--- src/rtl/shift_port_arbiter.sv ---
// Round-robin arbiter sharing one combinational barrel shifter between an EX-stage
// port (0) and a mul/div helper port (1), with a single registered response slot.
module shift_port_arbiter #(
   parameter logic RR_INIT = 1'b1,
   parameter int   CNT_W   = 16
) (
   input  logic             clk,
   input  logic             rst_n,
   input  logic [1:0]       req_valid,
   output logic [1:0]       req_ready,
   input  logic [4:0]       req0_shamt,
   input  logic [31:0]      req0_data,
   input  logic [1:0]       req0_fun,
   input  logic [4:0]       req1_shamt,
   input  logic [31:0]      req1_data,
   input  logic [1:0]       req1_fun,
   output logic [4:0]       sh_A,
   output logic [31:0]      sh_B,
   output logic [1:0]       sh_ALUFun,
   input  logic [31:0]      sh_result,
   output logic [1:0]       rsp_valid,
   input  logic [1:0]       rsp_ready,
   output logic [31:0]      rsp_data,
   output logic [CNT_W-1:0] grant_cnt0,
   output logic [CNT_W-1:0] grant_cnt1,
   output logic             dbg_full
);

   // Handshake: a request moves on a rising edge where req_valid[i] & req_ready[i];
   // a response moves on a rising edge where rsp_valid[i] & rsp_ready[i].
   typedef enum logic {
      S_EMPTY = 1'b0,
      S_FULL  = 1'b1
   } state_e;

   state_e           state_q;
   logic             rsp_id_q;
   logic             last_q;
   logic [31:0]      rsp_data_q;
   logic [1:0]       rsp_valid_q;
   logic [CNT_W-1:0] cnt0_q;
   logic [CNT_W-1:0] cnt1_q;
   logic [CNT_W-1:0] cnt0_d;
   logic [CNT_W-1:0] cnt1_d;

   logic             accept;
   logic             can_issue;
   logic [1:0]       grant;
   logic             gnt_id;

   assign accept    = (state_q == S_FULL) && rsp_ready[rsp_id_q];
   // Draining the slot and refilling it in the same cycle gives 1 op/clk.
   assign can_issue = rst_n && ((state_q == S_EMPTY) || accept);

   always_comb begin
      grant = 2'b00;
      if (can_issue) begin
         case (req_valid)
            2'b01:   grant = 2'b01;
            2'b10:   grant = 2'b10;
            2'b11:   grant = last_q ? 2'b01 : 2'b10;
            default: grant = 2'b00;
         endcase
      end
   end

   assign gnt_id = grant[1];

   always_comb begin
      sh_A      = 5'd0;
      sh_B      = 32'd0;
      sh_ALUFun = 2'b00;
      if (grant[0]) begin
         sh_A      = req0_shamt;
         sh_B      = req0_data;
         sh_ALUFun = req0_fun;
      end else if (grant[1]) begin
         sh_A      = req1_shamt;
         sh_B      = req1_data;
         sh_ALUFun = req1_fun;
      end
   end

   assign cnt0_d = (&cnt0_q) ? cnt0_q : cnt0_q + CNT_W'(1);
   assign cnt1_d = (&cnt1_q) ? cnt1_q : cnt1_q + CNT_W'(1);

   always_ff @(posedge clk or negedge rst_n) begin
      if (!rst_n) begin
         state_q     <= S_EMPTY;
         rsp_id_q    <= 1'b0;
         last_q      <= RR_INIT;
         rsp_data_q  <= 32'd0;
         rsp_valid_q <= 2'b00;
         cnt0_q      <= '0;
         cnt1_q      <= '0;
      end else begin
         case (state_q)
            S_EMPTY: begin
               if (|grant) begin
                  state_q     <= S_FULL;
                  rsp_data_q  <= sh_result;
                  rsp_id_q    <= gnt_id;
                  last_q      <= gnt_id;
                  rsp_valid_q <= grant;
               end
            end
            S_FULL: begin
               if (|grant) begin
                  rsp_data_q  <= sh_result;
                  rsp_id_q    <= gnt_id;
                  last_q      <= gnt_id;
                  rsp_valid_q <= grant;
               end else if (accept) begin
                  state_q     <= S_EMPTY;
                  rsp_valid_q <= 2'b00;
               end
            end
            default: begin
               state_q     <= S_EMPTY;
               rsp_valid_q <= 2'b00;
            end
         endcase
         if (grant[0]) cnt0_q <= cnt0_d;
         if (grant[1]) cnt1_q <= cnt1_d;
      end
   end

   assign req_ready  = grant;
   assign rsp_valid  = rsp_valid_q;
   assign rsp_data   = rsp_data_q;
   assign grant_cnt0 = cnt0_q;
   assign grant_cnt1 = cnt1_q;
   assign dbg_full   = (state_q == S_FULL);

`ifndef SYNTHESIS
   a_ready_onehot: assert property (@(posedge clk) disable iff (!rst_n) $onehot0(req_ready));
   a_rsp_onehot: assert property (@(posedge clk) disable iff (!rst_n) $onehot0(rsp_valid));
   a_ready_needs_valid: assert property (@(posedge clk) disable iff (!rst_n)
      (req_ready & ~req_valid) == 2'b00);
   a_backpressure: assert property (@(posedge clk) disable iff (!rst_n)
      ((state_q == S_FULL) && !accept) |-> (req_ready == 2'b00));
`endif

endmodule

--- config.mk ---
export PLATFORM = sky130hd
export DESIGN_NAME = shift_port_arbiter
export DESIGN_NICKNAME = d
export VERILOG_FILES = /design/src/rtl/shift_port_arbiter.sv
export SDC_FILE = /design/constraint.sdc
export NUM_CORES = 1
export LEC_CHECK = 0
export CAP_MARGIN = 20
export CORE_MARGIN = 2
export CORE_UTILIZATION = 36
export CTS_BUF_LIST = sky130_fd_sc_hd__clkbuf_4
export DETAILED_ROUTE_END_ITERATION = 10
export GPL_TIMING_DRIVEN = 0
export PLACE_DENSITY_LB_ADDON = 0.3
export REMOVE_ABC_BUFFERS = 1
export SYNTH_ARGS = -nofsm -noshare
export SYNTH_HDL_FRONTEND = slang
export SYNTH_SLANG_ARGS = --single-unit
--- constraint.sdc ---
create_clock -name clk -period 3.5 [get_ports clk]
set_input_delay 1.05 -clock clk [delete_from_list [all_inputs] [get_ports clk]]
set_output_delay 1.05 -clock clk [all_outputs]
set_load 0.01 [all_outputs]
==> impl_metrics.toml <==
[timing]
fin_crit_sh_pct = 98.9
slew_headroom_pct = 53.6
slew_violations = 0
hold_violations = 0
fmax_mhz = 289
final.setup.tns_ps = 0
worst_pin_slew_ps = 690
setup_viol = 0
finClkSkew_ps = 9.12
fin_crit_ps = 3460

[finish]
stdcell_count = 624
layout_commonest_cell = "clkdlybuf4s50_1"
antenna_cells = 0
most-common-layout-cells = "clkdlybuf4s50_1 (177), dfrtp_1 (68), a22o_1 (38), mux2_2 (32), nand2_1 (24)"
final_util_pct = 67.3
syn_to_final_growth_pct = 81.4
drive_gt1_share_pct = 21.1
num-fill-cells = 702
finalNetCount = 629

[synth]
ys_seq_area_share_pct = 53.1
synth_area_sq_um = 3250
yosysWarnings = 0
synth_top_flop_cell = "dfrtp_1"
synthArstFlopShare_pct = 100
yosysUniqueCellTypes = 32
synth-edff-count = 0
yosysTopAreaCell = "dfrtp_1"
synth.avg_cell_area_sq_um = 12.0
synth.area.top_cells = "dfrtp_1 (52%), mux2_2 (11%), a22o_1 (11%), xnor2_1 (4.8%), xor2_1 (3.2%)"
synth_seq_cells = 69
netlist_instances = 270
synth_top_area_share_pct = 52.3

[routing]
top_layer = "met4"
ant_nets = 0
drc_errors = 0
wl_met2_um = 5490
routed_wl_um = 10800
wire_per_inst_um = 17.3
vias_per_cell = 5.06
dr_total_vias = 3158
wl_met1_um = 4590
wl_met3_um = 635
drt_pass1_iterations = 4
drt-initial-drc-count = 83

[place]
place_congestion = 0.793
dp_hpwl_um = 7840
io_buffers = 223
placedCellCount = 592

[setup_path]
crit_required_ps = 2450
cp-end-kind = "output port"
startpoint = "req_valid[0]"
crit-reg2reg-launch = "rsp_id_q"
crit_fanout = 13
arrival_ps = 2410
path_class = "in -> out"
critPathLaunchType = "input port"

[die]
die-area_sq_um = 9810
die_x_um = 99.1
num_rows = 34
die_h_um = 99.1
io_pins = 224
initial_utilization_pct = 37.1
core_sq_um = 8760

[clocking]
cts_tree = "done"
path_clk_slew_ps = 110
clkSinkCount = 69
cts_buffers = 9
clk_latency_ps = 390
htreeDepth = 3
clockRootBuffer = "clkbuf_4"
clockBufferDepth = 2

[power]
switchingPower_mw = 0.878
p_comb_share_pct = 40.5
p_per_area_nw_per_um2 = 483
total_leakage_power_nw = 2.59
power_frac_seq_pct = 39.5
switching_share_pct = 30.8
power_frac_clock_pct = 20.0
p_int_mw = 1.97
ir_drop_mv = 0.413

[grt]
grtUsageTotal_pct = 21.9
grt_pass1_wl_um = 16800
grt_overflow = 0
grt_pass1_vias = 3215
antenna_found_initial = 0
grt_max_degree = 37

[min_path]
hold_class = "in -> async"

[outcome]
status = "finished clean"

[flow_run]
drv_cap = 0
-- per-stage QoR --
stage | instance area, sq um | setup WS, ps | hold WS [ps] | total power, mW
6_report | 5900 | 39.2 | 467 | 2.85
5_1_grt | 5900 | -1.30 | 432 | 3.01
4_1_cts | 5950 | -20.7 | 450 | 2.89
3_5_place_dp | 5640 | -1380 | 480 | 2.26
3_3_place_gp | 5570 | -3890 | 478 | 2.22
2_1_floorplan | 3210 | -143 | 470 | 1.55
-- what timing repair did --
item / in CTS / in global routing
pin swaps: 10 / 5
gates cloned: 4 / 0
setup endpoints to repair: 41 / 25
resized for setup: 145 / 16
setup buffers: 12 / 1
hold buffers: 0 / 0
-- Yosys cell counts, drive strengths merged, types with 3 or more instances --
library cell / instances
a22o: 39
and4: 3
buf: 5
clkbuf: 6
dfrtp: 68
inv: 4
mux2: 32
nand2: 24
nand3: 12
nand4: 10
nor2: 6
nor3: 7
nor4: 3
o21ai: 3
xnor2: 18
xor2: 12
-- per-layer routing --
metal / GRT usage, % / vias to the layer above
met5: 0 / -
li1: - / 1480
met2: 36.2 / 110
met1: 29.2 / 1556
met4: 4.95 / 0
met3: 5.39 / 12
-- state kept, by name (all words and copies together), names as in the netlist --
| register | cells |
|---|---|
| grant_cnt1 | 16 |
| rsp_id_q | 1 |
| grant_cnt0 | 16 |
| dbg_full | 1 |
| rsp_valid | 2 |
| last_q | 1 |
| rsp_data | 32 |
-- area by class of cell --
class                           instances  area (sq um)  area share [%]
Sequential cell                        69          1730            29.3
Multi-Input combinational cell        185          1500            25.4
Tap cell                              108           135            2.29
Timing Repair Buffer                  239          2320            39.4
Inverter                                5          35.0           0.594
Clock buffer                            9          67.6            1.14
Clock inverter                          7          90.1            1.53
Timing Repair inverter                  2          25.0           0.424
-- power groups by stage --
stage | Sequential [mW] | Combinational [mW] | Clock [mW]
final | 1.13 | 1.16 | 0.570
after global routing | 1.15 | 1.23 | 0.628
after CTS | 1.13 | 1.17 | 0.590
after detailed placement | 1.14 | 1.13 | 0
after global placement | 1.13 | 1.09 | 0
after floorplan | 1.20 | 0.350 | 0
-- final timing paths --
path / endpoint / slack [ps] / cells after the start
setup / recovery: sh_B[23] / 40 / 6
max in group asynchronous: rsp_data[13] / 2700 / 1
min in group clk: grant_cnt0[11] / 500 / 1
hold reg to reg: grant_cnt0[11] / 500 / 1
hold / removal: rsp_data[7] / 470 / 1
setup reg to reg: grant_cnt1[3] / 1310 / 7
-- worst max-delay path, stage by stage --
cell	delay [ps]
clkdlybuf4s15_1	230
a221o_2	410
clkinvlp_4	140
buf_16	150
a22o_1	150
clkdlybuf4s15_2	260
-- cells by family after synthesis --
group | synth area share (%)
compound gates | 13.6
buf+inv | 2.19
xor+xnor | 8.08
mux | 11.4
flops | 53.1
simple gates | 10.9
fa+ha+maj | 0.769
Note: power is estimated with default switching activity, not from simulation.
==> RTL change 1: new RTL, same settings <==
Change the parameter `CNT_W` from 16 to 20.
--- a/src/rtl/shift_port_arbiter.sv
+++ b/src/rtl/shift_port_arbiter.sv
@@ -2,7 +2,7 @@
 // port (0) and a mul/div helper port (1), with a single registered response slot.
 module shift_port_arbiter #(
    parameter logic RR_INIT = 1'b1,
-   parameter int   CNT_W   = 16
+   parameter int   CNT_W   = 20
 ) (
    input  logic             clk,
    input  logic             rst_n,
Interface: changed (resized grant_cnt0 and grant_cnt1); port bits go from 224 to 232. No check against the original RTL was run, so the function may have changed too.
==> RTL change 1 against the unedited design <==
Sequential cell count increased by 8. Power up 1.0%. Area after synthesis is 12% higher. Critical path depth fell by 1. Cell area increased by 7.6%. Clock skew rose by 0.0073 ns. Worst setup slack better by 0.0047 ns. Sequential share of layout area increased by 1.1 points. Wire length grew 11%. Non-clock buffer count up 6.
==> RTL change 1: results (changes against the unedited design) <==
metric,value,unit,change
antenna_found_initial,1,,+1
clk_path_buf_depth,2,,unchanged
hold_class,in2async,,
via_per_inst,5.13,,+1.4%
cts_inserted_buffers,9,,unchanged
cp_data_arrival_time,2.41,ns,about the same
yosysSeqAreaShare,52.7,%,-0.38 points
drt_iter0_drc,161,,+94%
crit_end,req_ready[1],,
outcome,completed,,
grt_max_degree,33,,-11%
clk_latency,0.42,ns,+0.03 ns
ys_types,31,,-3.1%
ir_drop,0.318,mV,-23%
syn_avg_cell_area,12.2,um^2,+1.5%
swShare,31.8,%,+1.0 points
first_pass_iters,4,,unchanged
worstSetupStartpoint,req_valid[1],,
synth_commonest_cells,"dfrtp_1 (76), a22o_1 (39), mux2_2 (37), xnor2_1 (31), nand2_1 (17)",,
clock_skew,0.0164,ns,+0.00733 ns
nNetsFinal,660,,+4.9%
clk_pin_slew,0.12,ns,
cp_max_fo,10,,-3
yosys_warnings,0,,unchanged
p_leak,2.76,nW,+6.6%
wl,12.0,mm,+11%
gp_congestion,0.758,,-4.4%
vias,3491,,+11%
tightest_slew,0.651,ns,-0.0390 ns
async_reset_ff_share,100,%,unchanged
ff2ff_setup_slack,1.05,ns,-0.26 ns
grt_pass1_wl,19.2,mm,+14%
largest_reg_flops,32,,unchanged
grt_usage,22.1,%,+0.19 points
reg2reg_to,grant_cnt1[1],,
reg2reg_depth,5,,-2
dpl.cell_count,653,,+10%
portBuffers,231,,+3.6%
root_buffer,clkbuf_4,,
h-tree-depth,3,,unchanged
r2r_start,rsp_id_q,,
hpwlAfterDp,8.99,mm,+15%
yosys-top-cells-area,"dfrtp_1 (52%), mux2_2 (11%), a22o_1 (9.3%)",,
drive_gt1_share,19.0,%,-2.1 points
[RTL change 1: cell types whose count changed after synthesis, moves of 3 or more]
| cell | change |
|---|---|
| nand4_1 | +5 |
| xor2_1 | -8 |
| mux2_2 | +5 |
| and3_1 | +11 |
| nand3_1 | +4 |
| xnor2_1 | +13 |
| nor2_1 | -3 |
| dfrtp_1 | +8 |
| and4_1 | +6 |
| nor4_1 | -3 |
| nor3_1 | -6 |
| and2_1 | +3 |
| nand2_1 | -7 |
[RTL change 1: worst min path at each step]
stage                          to  slack, ns  depth (start not counted)
finish              grant_cnt0[2]       0.45                          1
global route        grant_cnt0[8]       0.41                          1
global placement     rsp_valid[1]       0.46                          1
floorplan                rsp_id_q       0.47                          1
CTS                 grant_cnt0[8]       0.39                          1
detailed placement   rsp_valid[1]       0.48                          1
[RTL change 1: area by class of cell]
type / count / area (um^2)
clock buffer: 11 / 82.6
timing repair inverter: 1 / 16.3
inverter: 3 / 27.5
tap: 133 / 166
multi-input combinational: 205 / 1690
clock inverter: 4 / 26.3
fill: 835 / 3470
sequential: 77 / 1930
timing repair buffer: 245 / 2410
antenna: 1 / 2.50
[RTL change 1: layer usage]
layer | wire [um] | up-vias | global-route usage (%)
li1 | - | 1602 | -
met1 | 4550 | 1752 | 24.7
met2 | 6460 | 122 | 39.9
met3 | 770 | 15 | 5.80
met4 | 238 | 0 | 8.48
met5 | 0 | - | 0
[RTL change 1: timing repair]
item,in CTS,in global routing
hold buffers,0,0
pin swaps,2,1
buffers inserted,8,1
setup endpoints to repair,41,33
endpoints found under the hold margin,0,0
gates cloned,4,0
gates resized for setup,148,14
[RTL change 1: cells by family after synthesis]
family	share of synthesized area [%]
compound gates	12.1
flops	52.7
xor+xnor	8.38
simple gates	12.2
mux	11.7
fa+ha+maj	0.684
buf+inv	2.19
[RTL change 1: metrics by stage]
stage | hold WS [ns] | cell area [um^2] | power (W) | setup slack, ns
after floorplan | 0.472 | 3590 | 0.00168 | -0.105
after global placement | 0.460 | 6070 | 0.00237 | -4.28
after detailed placement | 0.479 | 6150 | 0.00242 | -0.973
after CTS | 0.391 | 6350 | 0.00291 | 0.0118
after global routing | 0.411 | 6350 | 0.00305 | -0.0000469
final | 0.445 | 6350 | 0.00288 | 0.0439
[RTL change 1: critical path, stage by stage]
cell and delay [ns]:
dlygate4sd2_1 0.29, nand2_1 0.11, a221oi_4 0.33, bufbuf_16 0.35
dlygate4sd2_1 0.27
[RTL change 1: power groups by stage]
stage / logic (W) / registers, W / clock network [W]
2_1_floorplan: 0.000371 / 0.00131 / 0
3_3_place_gp: 0.00114 / 0.00123 / 0
3_5_place_dp: 0.00118 / 0.00125 / 0
4_1_cts: 0.00120 / 0.00123 / 0.000479
5_1_grt: 0.00127 / 0.00126 / 0.000514
6_report: 0.00120 / 0.00123 / 0.000457
==> RTL change 2: new RTL, same flow settings <==
Made on the original files. Make the reset (`rst_n`) synchronous in one clocked block.
--- a/src/rtl/shift_port_arbiter.sv
+++ b/src/rtl/shift_port_arbiter.sv
@@ -84,7 +84,7 @@
    assign cnt0_d = (&cnt0_q) ? cnt0_q : cnt0_q + CNT_W'(1);
    assign cnt1_d = (&cnt1_q) ? cnt1_q : cnt1_q + CNT_W'(1);
 
-   always_ff @(posedge clk or negedge rst_n) begin
+   always_ff @(posedge clk) begin
       if (!rst_n) begin
          state_q     <= S_EMPTY;
          rsp_id_q    <= 1'b0;
Formal check against the unedited RTL: differs if rst_n is asserted again (counterexample within 4 cycles, from zero or initial values and one cycle with rst_n low); with rst_n held inactive, the same outputs for 4 cycles.
==> RTL change 2 against the unedited design <==
Cell area down 2.3%. Die area up 1.7%. Global-route usage up 2.3 points. Area after synthesis up 1.8%. Non-clock buffer count down 4. Wire length up 14%. Sequential cell count unchanged. Worst setup slack worse by 0.025 ns. Critical endpoint is now sh_ALUFun[0]. Highest routed layer unchanged.
Power is not compared: it rests on default switching activity, and its combinational part moved more than twofold at a synthesized area within 25%.
==> RTL change 2: results (changes against the unedited design) <==
metric,value,unit,change
portBuffers,223,,unchanged
slowest_stage,mux2_4,,
grt_max_degree,56,,+51%
ff2ff_setup_slack,1.44,ns,+0.13 ns
nNetsFinal,738,,+17%
cp_max_fo,22,,+9
cp_data_arrival_time,2.44,ns,+0.03 ns
reg2reg_depth,6,,-1
yosysSeqAreaShare,41.7,%,-11 points
clk_latency,0.41,ns,+0.02 ns
reg2reg_to,grant_cnt0[13],,
hpwlAfterDp,8.89,mm,+13%
clock_skew,0.0168,ns,+0.00764 ns
synth_commonest_cells,"nand2_1 (87), dfxtp_1 (69), a21oi_1 (39), a22o_1 (39), nor2_1 (18)",,
hp-start,rsp_data[13],,
via_per_inst,5.29,,+4.4%
holdWs,0.462,ns,-0.00470 ns
cp_top_family,buffers and inverters,,
root_buffer,clkbuf_4,,
grt_pass1_wl,19.0,mm,+13%
async_reset_ff_share,0,%,-100 points
pre_cts_slack,-1.57,ns,-0.191 ns
h-tree-depth,3,,unchanged
outcome,completed,,
first_global_vias,3625,,+13%
min_to,rsp_data[13],,
vias,3869,,+23%
largest_reg_flops,32,,unchanged
drive_gt1_share,14.3,%,-6.9 points
dpl.cell_count,701,,+18%
grt_usage,24.2,%,+2.3 points
holdPathStages,2,,
gp_congestion,0.841,,+6.0%
clk_pin_slew,0.13,ns,+0.02 ns
hold_class,reg2reg,,
ys_types,51,,+59%
wl_per_cell,16.9,um,-2.7%
r2r_start,rsp_id_q,,
netlist_instances,396,,+47%
p_leak,2.23,nW,
cpPeakStageDelay,0.34,ns,-0.07 ns
max_slew_margin,36.1,%,-18 points
drt_iter0_drc,144,,+73%
yosys-top-cells-area,"dfxtp_1 (42%), a22o_1 (10%), nand2_1 (9.9%)",,
diodes,0,,unchanged
## RTL change 2: cell types whose count changed after synthesis, moves of 5 or more
cell / before / now
dfxtp_1: 0 / 69
o31ai_1: 0 / 8
clkbuf_1: 6 / 14
xnor2_1: 18 / 4
buf_1: 0 / 5
o211ai_1: 0 / 5
nand2_1: 24 / 87
dfrtp_1: 68 / 0
nor2_1: 6 / 18
mux2i_1: 1 / 8
a21oi_1: 2 / 39
mux2_2: 32 / 0
xor2_1: 12 / 5
nor3_1: 7 / 2
## RTL change 2: tightest hold or removal path, cell delays in order, from the launching register on
cell and delay, ns:
dfxtp_1 0.33, nand2_1 0.05, a21oi_1 0.05
## RTL change 2: through the flow
stage	total power (W)	util (%)	instance area (um^2)	TNS (ns)
floorplan	0.000991	-	3190	-1.88
global placement	0.00127	63.1	5560	-113.73
detailed placement	0.00129	63.4	5590	-68.82
CTS	0.00180	65.4	5760	0
global route	0.00186	65.5	5770	0
finish	0.00179	65.5	5770	0
## RTL change 2: per-layer routing
layer	wire (um)	global-route usage [%]
met1	4780	26.6
met2	5790	40.8
met3	1200	8.84
met4	594	13.1
met5	0	0
## RTL change 2: cell families (layout without fill, tap and decap cells)
group	count (synthesis)	in the layout	share of synthesized area, %
xor+xnor	9	9	2.38
simple gates	159	159	22.5
flops	69	69	41.7
compound gates	116	120	25.5
buf+inv	32	256	4.31
mux	9	9	2.87
fa+ha+maj	2	2	0.755
## RTL change 2: what timing repair did
action,CTS,global route
resized for setup,186,9
hold buffers,0,0
gates cloned,5,0
buffers inserted,8,3
pin swaps,3,7
setup endpoints to repair,46,26
## RTL change 2: where the power goes
| group | switching, W | internal (W) | leakage [nW] |
|---|---|---|---|
| registers | 0.0000199 | 0.000815 | 0.562 |
| clock network | 0.000298 | 0.000214 | 0.0717 |
| logic | 0.000186 | 0.000256 | 1.59 |
## RTL change 2: worst max path at each step
stage	start	to	slack [ns]	cells past startpoint
global placement	rst_n	sh_B[27]	-2.02	4
floorplan	rsp_ready[0]	sh_ALUFun[0]	-0.05	3
global route	rsp_ready[0]	sh_B[20]	0.0008	6
CTS	rsp_ready[0]	sh_B[1]	0.0004	6
finish	rsp_ready[0]	sh_ALUFun[0]	0.01	7
detailed placement	rst_n	sh_B[27]	-1.57	4
## RTL change 2: cell type report
type,instances,area [um^2]
tap,108,135
fill,785,3040
timing repair buffer,235,2210
sequential,69,1380
inverter,5,35.0
multi-input combinational,299,1860
clock inverter,6,65.1
timing repair inverter,1,11.3
clock buffer,9,67.6
